<file path="src/rtl/bin_to_bcd_seq.sv">
// bin_to_bcd_seq: sequential shift-add-3 binary to packed BCD converter; LEADING_ZERO_BLANK_EN blanks leading zeros to 4'hF
module bin_to_bcd_seq #(
   parameter int BIN_W  = 10,
   parameter int DIGITS = 4
) (
   input  logic                  clk,
   input  logic                  rst_n,
   input  logic                  start,
   input  logic [BIN_W-1:0]      bin,
   output logic                  busy,
   output logic                  done,
   output logic [4*DIGITS-1:0]   bcd,
   output logic                  overflow
);
   localparam int SW = 4*(DIGITS+1);
   localparam int CW = $clog2(BIN_W+1);
   localparam logic [1:0] IDLE = 2'd0, SHIFT = 2'd1, FINISH = 2'd2;
   logic [1:0]          state;
   logic [BIN_W-1:0]    shreg;
   logic [SW-1:0]       scr, adj, scr_nx;
   logic [CW-1:0]       cnt;
   logic                ovf, ovf_nx;
   logic [4*DIGITS-1:0] fin;
   // add 3 to every scratch nibble >= 5, shift in the next binary bit; a nonzero top nibble means value >= 10**DIGITS and is kept sticky
   always_comb begin
      adj = scr;
      for (int i = 0; i < DIGITS+1; i++)
         if (scr[4*i +: 4] >= 4'd5) adj[4*i +: 4] = scr[4*i +: 4] + 4'd3;
      scr_nx = {adj[SW-2:0], shreg[BIN_W-1]};
      ovf_nx = ovf | (scr_nx[SW-1 -: 4] != 4'h0);
   end
`ifdef LEADING_ZERO_BLANK_EN
   logic lead;
   // replace zero digits above the highest nonzero digit with 4'hF; the ones digit always shows
   always_comb begin
      fin  = scr_nx[4*DIGITS-1:0];
      lead = 1'b1;
      for (int i = DIGITS-1; i > 0; i--) begin
         lead = lead & (fin[4*i +: 4] == 4'h0);
         if (lead) fin[4*i +: 4] = 4'hF;
      end
   end
`else
   // leading zeros are shown as 4'h0
   always_comb fin = scr_nx[4*DIGITS-1:0];
`endif
   // control FSM and datapath; result and done are registered together so bcd is valid while done is high
   always_ff @(posedge clk or negedge rst_n) begin
      if (!rst_n) begin
         state    <= IDLE;
         shreg    <= '0;
         scr      <= '0;
         cnt      <= '0;
         ovf      <= 1'b0;
         busy     <= 1'b0;
         done     <= 1'b0;
         bcd      <= '0;
         overflow <= 1'b0;
      end else begin
         done <= 1'b0;
         if (state == IDLE && start) begin
            shreg <= bin;
            scr   <= '0;
            cnt   <= CW'(BIN_W);
            ovf   <= 1'b0;
            busy  <= 1'b1;
            state <= SHIFT;
         end else if (state == SHIFT) begin
            shreg <= shreg << 1;
            scr   <= scr_nx;
            ovf   <= ovf_nx;
            cnt   <= cnt - 1'b1;
            if (cnt == CW'(1)) begin
               state    <= FINISH;
               done     <= 1'b1;
               overflow <= ovf_nx;
               bcd      <= ovf_nx ? {DIGITS{4'h9}} : fin;
            end
         end else if (state == FINISH) begin
            busy  <= 1'b0;
            state <= IDLE;
         end
      end
   end
endmodule

</file>
<file path="config.mk">
export PLATFORM = sky130hd
export DESIGN_NAME = bin_to_bcd_seq
export DESIGN_NICKNAME = d
export VERILOG_FILES = /design/src/rtl/bin_to_bcd_seq.sv
export SDC_FILE = /design/constraint.sdc
export NUM_CORES = 1
export LEC_CHECK = 0
export ABC_AREA = 1
export CAP_MARGIN = 20
export CORE_MARGIN = 1
export CORE_UTILIZATION = 55
export CTS_CLUSTER_SIZE = 8
export DETAILED_ROUTE_END_ITERATION = 8
export DONT_BUFFER_PORTS = 1
export PLACE_DENSITY = 0.8
export REMOVE_ABC_BUFFERS = 1
export SLEW_MARGIN = 30
export SYNTH_ARGS = -nofsm -noshare
export SYNTH_HDL_FRONTEND = slang
export SYNTH_SLANG_ARGS = --single-unit
</file>
<file path="constraint.sdc">
create_clock -name clk -period 1.9 [get_ports clk]
set_clock_uncertainty 0.15 [all_clocks]
set_input_delay 0.285 -clock clk [delete_from_list [all_inputs] [get_ports clk]]
set_output_delay 0.285 -clock clk [all_outputs]
set_load 0.005 [all_outputs]
</file>
Word level (Yosys, flattened, before mapping)
Cells that the tools add are included.
- add/sub/neg operators: 6
- order comparisons: 5
- eq/ne operators: 5
- multiplexer cells: 24
- bitwise operators: 2
- reduce and logical (&&, ||, !) cells: 9
- operators by type and width (operator ; number):
    $mux W20 ; 2
    $mux W4 ; 6
    $ge A4 B3 Y1 const B ; 5
    $mux W10 ; 2
    $add A4 B2 Y4 const B ; 4
    $mux W16 ; 1
    $mux W1 ; 8
    $mux W2 ; 4
    $eq A4 B1 Y1 const B ; 1
    $reduce_and A2 Y1 ; 2
    $reduce_bool A2 Y1 ; 2
    $reduce_bool A4 Y1 ; 1
    $sub A4 B1 Y4 const B ; 1
    $add A3 B2 Y3 const B ; 1
    $mux W3 ; 1
    $ne A3 B2 Y1 const B ; 1
    $reduce_and A3 Y1 ; 1
    $reduce_bool A3 Y1 ; 1
    $eq A2 B1 Y1 const B ; 1
    $eq A2 B2 Y1 const B ; 1
    $logic_not A2 Y1 ; 1
    $ne A2 B2 Y1 const B ; 1
    $logic_and A1 B1 Y1 ; 1
    $not A1 Y1 ; 1
    $or A1 B1 Y1 ; 1
- register bits: 56
- bits of input ports: 13
- output and inout port bits: 19
- word-level logic and storage cells: 60

Depth between registers and ports, before layout
Gate-level depths: netlist (run 1).
- word-level depth: 6
- depth in mapped cells: 11

Worst setup path after synthesis (run 1)
Ideal clock, no wire load.
- kind: reg2reg
- from: register scr[16]
- to: register bcd[12]
- library setup time: 123 ps
- arrival time: 1330 ps
- data required time: 1627 ps
- slack: 297 ps
- cell stages (with the launch flop): 12
- period minus slack after synthesis: 1603 ps
- path through: dfrtp_1 -> inv_1 -> ha_1 -> inv_1 -> nand2_2 -> nand3_1 -> nand2_1 -> nand2_1 -> nor2_4 -> nand2_4 -> nand2_4 -> nand2_1
- longest elaborated chain between the ends: 5
- elaborated cells between the ends (all ways): 6
- ends and longest elaborated chain (element ; RTL line ; RTL):
    start: declaration ; 20 ; logic [SW-1:0] scr, adj, scr_nx;
    start signal: assignment ; 70 ; scr <= scr_nx;
    $ge A4 B3 Y1 / $add A3 B2 Y3 (equally long branches) ; 28 ; if (scr[4*i +: 4] >= 4'd5) adj[4*i +: 4] = scr[4*i +: 4] + 4'd3;
    $mux W3 * ; 28 ;
    $reduce_bool A4 Y1 * ; 30 ; ovf_nx = ovf | (scr_nx[SW-1 -: 4] != 4'h0);
    $or A1 B1 Y1 * ; 30 ;
    $mux W16 * ; 77 ; bcd <= ovf_nx ? {DIGITS{4'h9}} : fin;
    end signal: assignment ; 77 ;
    end: declaration ; 12 ; output logic [4*DIGITS-1:0] bcd,
Every way passes the cells marked *; elsewhere a longest branch is shown, timed or not.
A chain may end at the register's enable or synchronous reset.

Worst setup path in the final report (run 1)
- from: register scr[16]
- to: register bcd[0]
Same word-level chain as after synthesis.

==> results.cfg, run 1 <==
[synthesis]
async_reset_ff_frac = 1.00
yosys_warnings = 0
synth_edf_count = 0
synthesis.area_mm2 = 0.00277
synthFlopType = dfrtp_1
synthCells = 321
yosysTopAreaCell = dfrtp_1
synth_top_area_frac = 0.506
ys_seq_elements = 56
ys_types = 29
synth_most_common_cell = nand2_1
syn_avg_cell_area_um2 = 8.63
synth_top_cells_by_count = 80 x nand2_1, 56 x dfrtp_1, 49 x inv_1
synth.area.top_cells = dfrtp_1 51%, nand2_1 11%, inv_1 6.6%
yosysSeqAreaShare = 0.506

[timing]
setup_ws_ps = 96.7
hold_violations = 0
finalSetupViolations = 0
tightest_slew_ps = 408
fmax_ghz = 0.555
period_share = 0.949
fin_crit_ps = 1800
drv_slew = 0
relSlewSlack = 0.728
rsz0062_at_grt = yes

[worst_setup_path]
crit_chain = inv_2 -> ha_2 -> inv_1 -> nand2_2 -> nand3_1 -> nand2_1 -> nand2_2 -> nor2_4 -> nand2_4 -> nand2_4 -> nand2_1
crit_type = reg2reg
cp.required_ps = 1950
startpoint_type = register
reg2reg_slack_ps = 100
arrival_ps = 1850
critPathSlowestCell = dfrtp_1
reg2reg_depth = 11
worst-path-max-fanout = 8
cp-end-kind = register
max_stage_delay_ps = 420

[floorplanning]
design.core.area_mm2 = 0.00479
fp.dieArea_mm2 = 0.00532
fp.dieH_um = 73.0
row_count = 25
start_util = 0.579
die_w_um = 73.0
ios = 32

[detailed_routing]
routed_via_density = 5.26
post-route-drc-count = 0
drt_iter0_markers = 141
final_antenna_net_count = 0
wl_per_cell_um = 13.8
routed_wl_um = 5630
vias = 2152
dr.pass1.iters = 4

[run_status]
status = completed

[global_routing]
grt_pass1_vias = 2036
grt_usage = 0.230
globalRouteMet1Util = 0.305
grt_max_degree = 57
grt_antenna_before_repair = 0
grt_pass1_wl_um = 9290
gr-usage-met2 = 0.361
use_met3 = 0.0470
busiest_layer = met2
globalRouteOverflowTotal = 0

[pwr]
intPower_uw = 3150
clkPwrFrac = 0.152
netSwitchingFraction = 0.432
power_uw = 5530
power_density_mw_per_mm2 = 1760
p_leak_uw = 0.00155
p_sw_uw = 2390
combPwrFrac = 0.477
ir_drop_mv = 0.910
p_seq_frac = 0.371

[cells_and_area]
final_nets = 366
diodes = 0
final_layout_size_suffix_gt1_frac = 0.105
final_cell_area_mm2 = 0.00315
syn2layout_area_growth_pct = 13.7
stdcell_count = 409

[clock_network]
ctsLongestPathBuffers = 2
clk_pin_slew_ps = 100
clk_latency_ps = 310
cts.sinks = 56
cts-htree-levels = 2
cts_tree = done
cts_buffers = 5
cts_root_buf = clkbuf_8

[placed_design]
gp_congestion = 0.861
dp_hpwl_um = 3750
detailedPlace.worstSlack_ps = 96.4
place_area_mm2 = 0.00284
dp.cells = 384
port_buffers = 0

[hold_path]
hold_depth = 2
hold_path.class = in2reg

[job]
drv_cap = 0
==> cell families after synthesis <==
logic type                 after synthesis  synth area share
and+or+nand+nor                        120             0.198
AOI/OAI and AO/OA                       68             0.140
buffers and inverters                   61            0.0886
DFF                                     56             0.506
adders and majority gates               12            0.0542
xor gates and xnor gates                 3           0.00949
muxes                                    1           0.00362
==> per-stage QoR <==
stage,hold WS [ps],util,setup TNS (ps)
final,53.1,0.658,0
after global routing,67.3,0.658,-24.0
after CTS,51.5,0.649,0
after detailed placement,-160,0.593,0
after global placement,-160,0.593,0
after floorplan,-161,-,-24.6
==> timing repair <==
| item | in CTS | in global routing |
|---|---|---|
| resized for setup | 0 | 6 |
| endpoints found under the hold margin | 66 | 0 |
| endpoints found under the setup margin | 0 | 16 |
| buffers inserted | 0 | 5 |
| hold buffers | 12 | 0 |
==> critical path: cells and delay by family, from the launching register on <==
family                     cells  cell delay [ps]
DFF                            1              420
and+or+nand+nor                8              800
adders and majority gates      1              190
buffers and inverters          2              120
==> path summary, 6_finish.rpt <==
| kind | from | to |
|---|---|---|
| min | start | busy |
| max in group asynchronous | rst_n | scr[3] |
| min in group asynchronous | rst_n | scr[15] |
| max | scr[16] | bcd[0] |
| max reg2reg | scr[16] | bcd[0] |
| min reg2reg | ovf | ovf |
==> flip-flops by register name, indices dropped and copies added (netlist names) <==
register	flops
overflow	1
ovf	1
scr	20
cnt	4
state	2
busy	1
done	1
shreg	10
bcd	16
==> cell usage in the layout (no fill, tap or decap), types with 3 or more instances in the layout <==
master	instances
a21oi_1	6
buf_4	10
clkbuf_8	7
dfrtp_1	56
dlygate4sd3_1	11
ha_1	11
inv_1	47
inv_2	5
nand2_1	78
nand2_2	4
nand3_1	19
nand4_1	3
nor2_1	7
o21ai_0	35
o21ai_1	7
o221ai_1	9
o22ai_1	11
==> layer usage <==
metal,part of all wire,up-vias
li1,-,1082
met1,0.46,1027
met2,0.48,34
met3,0.031,9
met4,0.019,0
met5,0,-
==> layout make-up <==
cell class | count | area, um2
Clock inverter | 1 | 30.0
Inverter | 52 | 195
Timing Repair Buffer | 22 | 213
Clock buffer | 7 | 96.3
Multi-Input combinational cell | 204 | 1130
Fill cell | 386 | 1640
Tap cell | 67 | 83.8
Sequential cell | 56 | 1400
==> power groups by stage <==
stage	Combinational (uW)	Clock, uW	Sequential [uW]
5_1_grt	3020	908	2110
3_5_place_dp	2430	0	2070
6_report	2640	842	2050
4_1_cts	2510	857	2050
2_1_floorplan	1880	0	1980
3_3_place_gp	2340	0	2050
Power figures use the tool's default switching activity.
==> run 2: changes to the inputs <==
==> constraint.sdc (replaced) <==
create_clock -name clk -period 1.7 [get_ports clk]
set_clock_uncertainty 0.15 [all_clocks]
set_input_delay 0.255 -clock clk [delete_from_list [all_inputs] [get_ports clk]]
set_output_delay 0.255 -clock clk [all_outputs]
set_load 0.005 [all_outputs]
==> results.cfg, run 2 (synthesized netlist as in run 1, its figures left out) <==
[worst_setup_path]
reg2reg_slack_ps = -20
r2r_start = scr[16]
arrival_ps = 1770
rr_endpoint = bcd[7]
crit_start = scr[16]
cp.required_ps = 1750
reg2reg_depth = 11
crit_type = reg2reg
worst-path-max-fanout = 8
crit_end = bcd[7]
startpoint_type = register
cp-end-kind = register

[global_routing]
globalRouteOverflowTotal = 0
grt_usage = 0.235
grt_antenna_before_repair = 0
grt_max_degree = 57
grt_pass1_vias = 2096
grt_pass1_wl_um = 9540

[pwr]
power_density_mw_per_mm2 = 2010
power_uw = 6590
p_leak_uw = 0.00159
ir_drop_mv = 1.02

[timing]
setup_ws_ps = -20.9
fin_crit_ps = 1720
finalSetupViolations = 8
hold_ws_ps = -528
drv_slew = 0
rsz0062_at_grt = yes
period_share = 1.01
fmax_ghz = 0.581
hold_violations = 56
relSlewSlack = 0.725
tightest_slew_ps = 411

[placed_design]
port_buffers = 0
gp_congestion = 0.902
dp.cells = 387
dp_hpwl_um = 3860

[run_status]
status = finished with violations
violations = negative hold slack, negative setup slack

[cells_and_area]
stdcell_count = 415
syn2layout_area_growth_pct = 18.4
fill_cells = 367
final_cell_mix = 72 x nand2_1, 55 x dfrtp_1, 43 x inv_1, 31 x o21ai_0, 17 x buf_4
post-route-util = 0.685
final_layout_size_suffix_gt1_frac = 0.190
final_common_cell = nand2_1
largest_register_ffs = 20
top_regs = scr x20, bcd x16, shreg x10
final_nets = 372
diodes = 0
regMostFlops = scr

[hold_path]
hold_path.class = in2async

[floorplanning]
fp.dieH_um = 73.0
ios = 32
die_w_um = 73.0
start_util = 0.579
row_count = 25
design.core.area_mm2 = 0.00479
fp.dieArea_mm2 = 0.00532

[clock_network]
cts_hold_buf = 10
cts-htree-levels = 2
cts_tree = done
ctsLongestPathBuffers = 2
clk_pin_slew_ps = 100
clk_latency_ps = 310
cts_buffers = 5
cts_root_buf = clkbuf_8
cts.sinks = 56

[detailed_routing]
dr.pass1.iters = 4
drt_iter0_markers = 123
routed_wl_um = 6070
post-route-drc-count = 0
final_antenna_net_count = 0
vias = 2259
wl_per_cell_um = 14.6
routed_via_density = 5.44

[job]
drv_cap = 0
[run 2: cell count changes in the layout (fill, tap and decap cells not counted), sizes merged]
cell / before / now
buf: 11 / 18
dlygate4sd3: 11 / 10
clkbuf: 7 / 6
clkinv: 0 / 1
[run 2: layout make-up]
class	count	area [um2]	share of cell area
Tap cell	67	83.8	0.0256
Multi-Input combinational cell	204	1240	0.378
Clock buffer	6	72.6	0.0221
Inverter	52	198	0.0603
Sequential cell	56	1400	0.428
Timing Repair Buffer	28	248	0.0756
Clock inverter	2	35.0	0.0107
[run 2: metrics by stage]
step           setup TNS (ps)  cell area [um2]  hold WS [ps]  worst slack (ps)
3_5_place_dp             -722             2880          -190             -72.9
5_1_grt                  -915             3280          -542             -88.0
4_1_cts                 -1.12             3140          -529             -1.12
2_1_floorplan            -607             2720          -191              -225
6_report                -51.5             3280          -528             -20.9
3_3_place_gp                0             2880          -190              13.3
[run 2: power by group]
part,internal (uW),switching [uW],total [uW]
combinational,1340,2070,3400
sequential,1920,402,2320
clock,438,431,870
total,3690,2900,6590
[run 2: worst min-delay path by stage]
| stage | cells after the start | start | to | slack (ps) |
|---|---|---|---|---|
| after global routing | 0 | rst_n | scr[14] | -540 |
| final | 0 | rst_n | scr[14] | -530 |
| after floorplan | 0 | rst_n | bcd[0] | -190 |
| after global placement | 0 | rst_n | scr[14] | -190 |
| after CTS | 0 | rst_n | bcd[0] | -530 |
| after detailed placement | 0 | rst_n | scr[14] | -190 |
[run 2: routing by layer]
layer  GRT usage  vias up  routed length, um
met5           0        -                  0
met4      0.0763        0                 55
met3      0.0539        6                230
met2       0.389       54               3190
met1       0.308     1094               2600
li1            -     1105                  -
[run 2: critical path, stage by stage, from the launching register on]
cell     delay, ps
dfrtp_1        420
inv_2           90
ha_4           150
inv_2           40
nand2_4         70
nand3_4        100
nand2_4         80
nand2_4         60
nor2_4         140
nand2_4        130
nand2_8        110
nand2_1         60
[run 2: what timing repair did]
action | CTS | global route
gates resized for setup | 12 | 30
setup buffers | 3 | 7
pin swaps | 8 | 11
setup endpoints to repair | 18 | 25
hold endpoints to repair | 66 | 56
==> run 3: changes to the inputs <==
--- a/config.mk
+++ b/config.mk
@@ -8,11 +8,11 @@
 export ABC_AREA = 1
 export CAP_MARGIN = 20
 export CORE_MARGIN = 1
-export CORE_UTILIZATION = 55
+export CORE_UTILIZATION = 40
 export CTS_CLUSTER_SIZE = 8
 export DETAILED_ROUTE_END_ITERATION = 8
 export DONT_BUFFER_PORTS = 1
-export PLACE_DENSITY = 0.8
+export PLACE_DENSITY = 0.64
 export REMOVE_ABC_BUFFERS = 1
 export SLEW_MARGIN = 30
 export SYNTH_ARGS = -nofsm -noshare
==> results.cfg, run 3 (synthesized netlist as in run 1, its figures left out) <==
[run_status]
status = finished with violations
violations = negative hold slack

[timing]
hold_ws_ps = -518
rsz0062_at_grt = yes
hold_violations = 56
relSlewSlack = 0.706
period_share = 0.980
tightest_slew_ps = 441
fmax_ghz = 0.600
finalSetupViolations = 0
fin_crit_ps = 1670
drv_slew = 0

[global_routing]
grt_pass1_wl_um = 10000
grt_antenna_before_repair = 0
grt_usage = 0.176
grt_max_degree = 57
grt_pass1_vias = 2196
globalRouteOverflowTotal = 0

[worst_setup_path]
cp-end-kind = register
crit_family = simple AND/OR/NAND/NOR gates
max_stage_delay_ps = 420
crit_start = scr[16]
worst-path-max-fanout = 8
r2r_start = scr[16]
cp.required_ps = 1750
critPathSlowestCell = dfrtp_1
crit_path_frequent_cell = nand2_4
arrival_ps = 1720
startpoint_type = register
crit_type = reg2reg
crit_buf_inv = 2
crit_chain = inv_2 -> ha_4 -> inv_2 -> nand2_4 -> nand3_4 -> nand2_2 -> nand2_4 -> nor2_4 -> nand2_4 -> nand2_8 -> nand2_1

[clock_network]
clk_pin_slew_ps = 90
clk_latency_ps = 310
cts.sinks = 56
cts-htree-levels = 2
cts_tree = done
cts_hold_buf = 10
ctsLongestPathBuffers = 2
cts_buffers = 5
cts_root_buf = clkbuf_8

[pwr]
power_uw = 6230
power_density_mw_per_mm2 = 1930
p_leak_uw = 0.00156
ir_drop_mv = 1.04

[detailed_routing]
final_antenna_net_count = 0
routed_wl_um = 6060
routed_via_density = 5.11
dr.pass1.iters = 4
vias = 2151
drt_iter0_markers = 80
wl_per_cell_um = 14.4
post-route-drc-count = 0

[cells_and_area]
diodes = 0
final_layout_size_suffix_gt1_frac = 0.172
final_common_cell = nand2_1
final_cell_area_mm2 = 0.00322
multi_input_area_mm2 = 0.00123
final_cell_mix = 69 x nand2_1, 56 x dfrtp_1, 44 x inv_1, 33 x o21ai_0, 16 x nand3_1
post-route-util = 0.493
final_nets = 369
top_regs = scr x20, bcd x16, shreg x10
largest_register_ffs = 20
syn2layout_area_growth_pct = 16.4
fill_cells = 638
regMostFlops = scr
seqCellArea_mm2 = 0.00140

[floorplanning]
fp.dieH_um = 85.2
row_count = 29
fp.dieArea_mm2 = 0.00726
die_w_um = 85.2
ios = 32
start_util = 0.424
design.core.area_mm2 = 0.00653

[placed_design]
place_area_mm2 = 0.00291
port_buffers = 0
gp_congestion = 0.837
dp_hpwl_um = 4150

[hold_path]
hold_path.class = in2async

[job]
drv_cap = 0
## run 3: area by class of cell
| cell class | count | share of cell area |
|---|---|---|
| inverters | 52 | 0.0614 |
| clock inverters | 1 | 0.00155 |
| multi-input cells | 204 | 0.381 |
| clock buffers | 6 | 0.0225 |
| repair buffers | 25 | 0.0683 |
| flip-flops and latches | 56 | 0.435 |
| well taps | 77 | 0.0299 |
## run 3: metal layers
metal	wire length [um]	track usage
met3	299	0.0438
met1	2800	0.219
met5	0	0
met4	68	0.0508
met2	2890	0.304
## run 3: final timing paths
path	end	slack, ps	cells after the start
max	overflow	30	11
min	cnt[3]	-520	0
max reg2reg	overflow	30	11
min reg2reg	cnt[3]	360	1
max in group asynchronous	bcd[8]	1810	0
min in group clk	busy	20	2
## run 3: power by group
group | internal [uW] | switching (uW) | total [uW]
clock | 282 | 408 | 690
combinational | 1240 | 1980 | 3220
sequential | 1920 | 407 | 2320
## run 3: repair_timing
| action | in CTS | in global routing |
|---|---|---|
| buffers inserted | 1 | 2 |
| resized for setup | 10 | 28 |
| setup endpoints to repair | 9 | 22 |
| pin swaps | 7 | 12 |
| endpoints found under the hold margin | 66 | 56 |
## run 3: worst register-to-register path, stage by stage (launching register included)
cell and delay (ps):
dfrtp_1 420, inv_2 90, ha_4 140, inv_2 40, nand2_4 70, nand3_4 80
nand2_2 90, nand2_4 50, nor2_4 120, nand2_4 130, nand2_8 120, nand2_1 60
## run 3: metrics by stage
| stage | worst slack, ps | TNS (ps) | instances |
|---|---|---|---|
| floorplan | -225 | -607 | 312 |
| global placement | 25.3 | 0 | 401 |
| detailed placement | -34.9 | -172 | 401 |
| CTS | -6.41 | -6.41 | 419 |
| global route | -54.6 | -466 | 421 |
| finish | 34.5 | 0 | 421 |
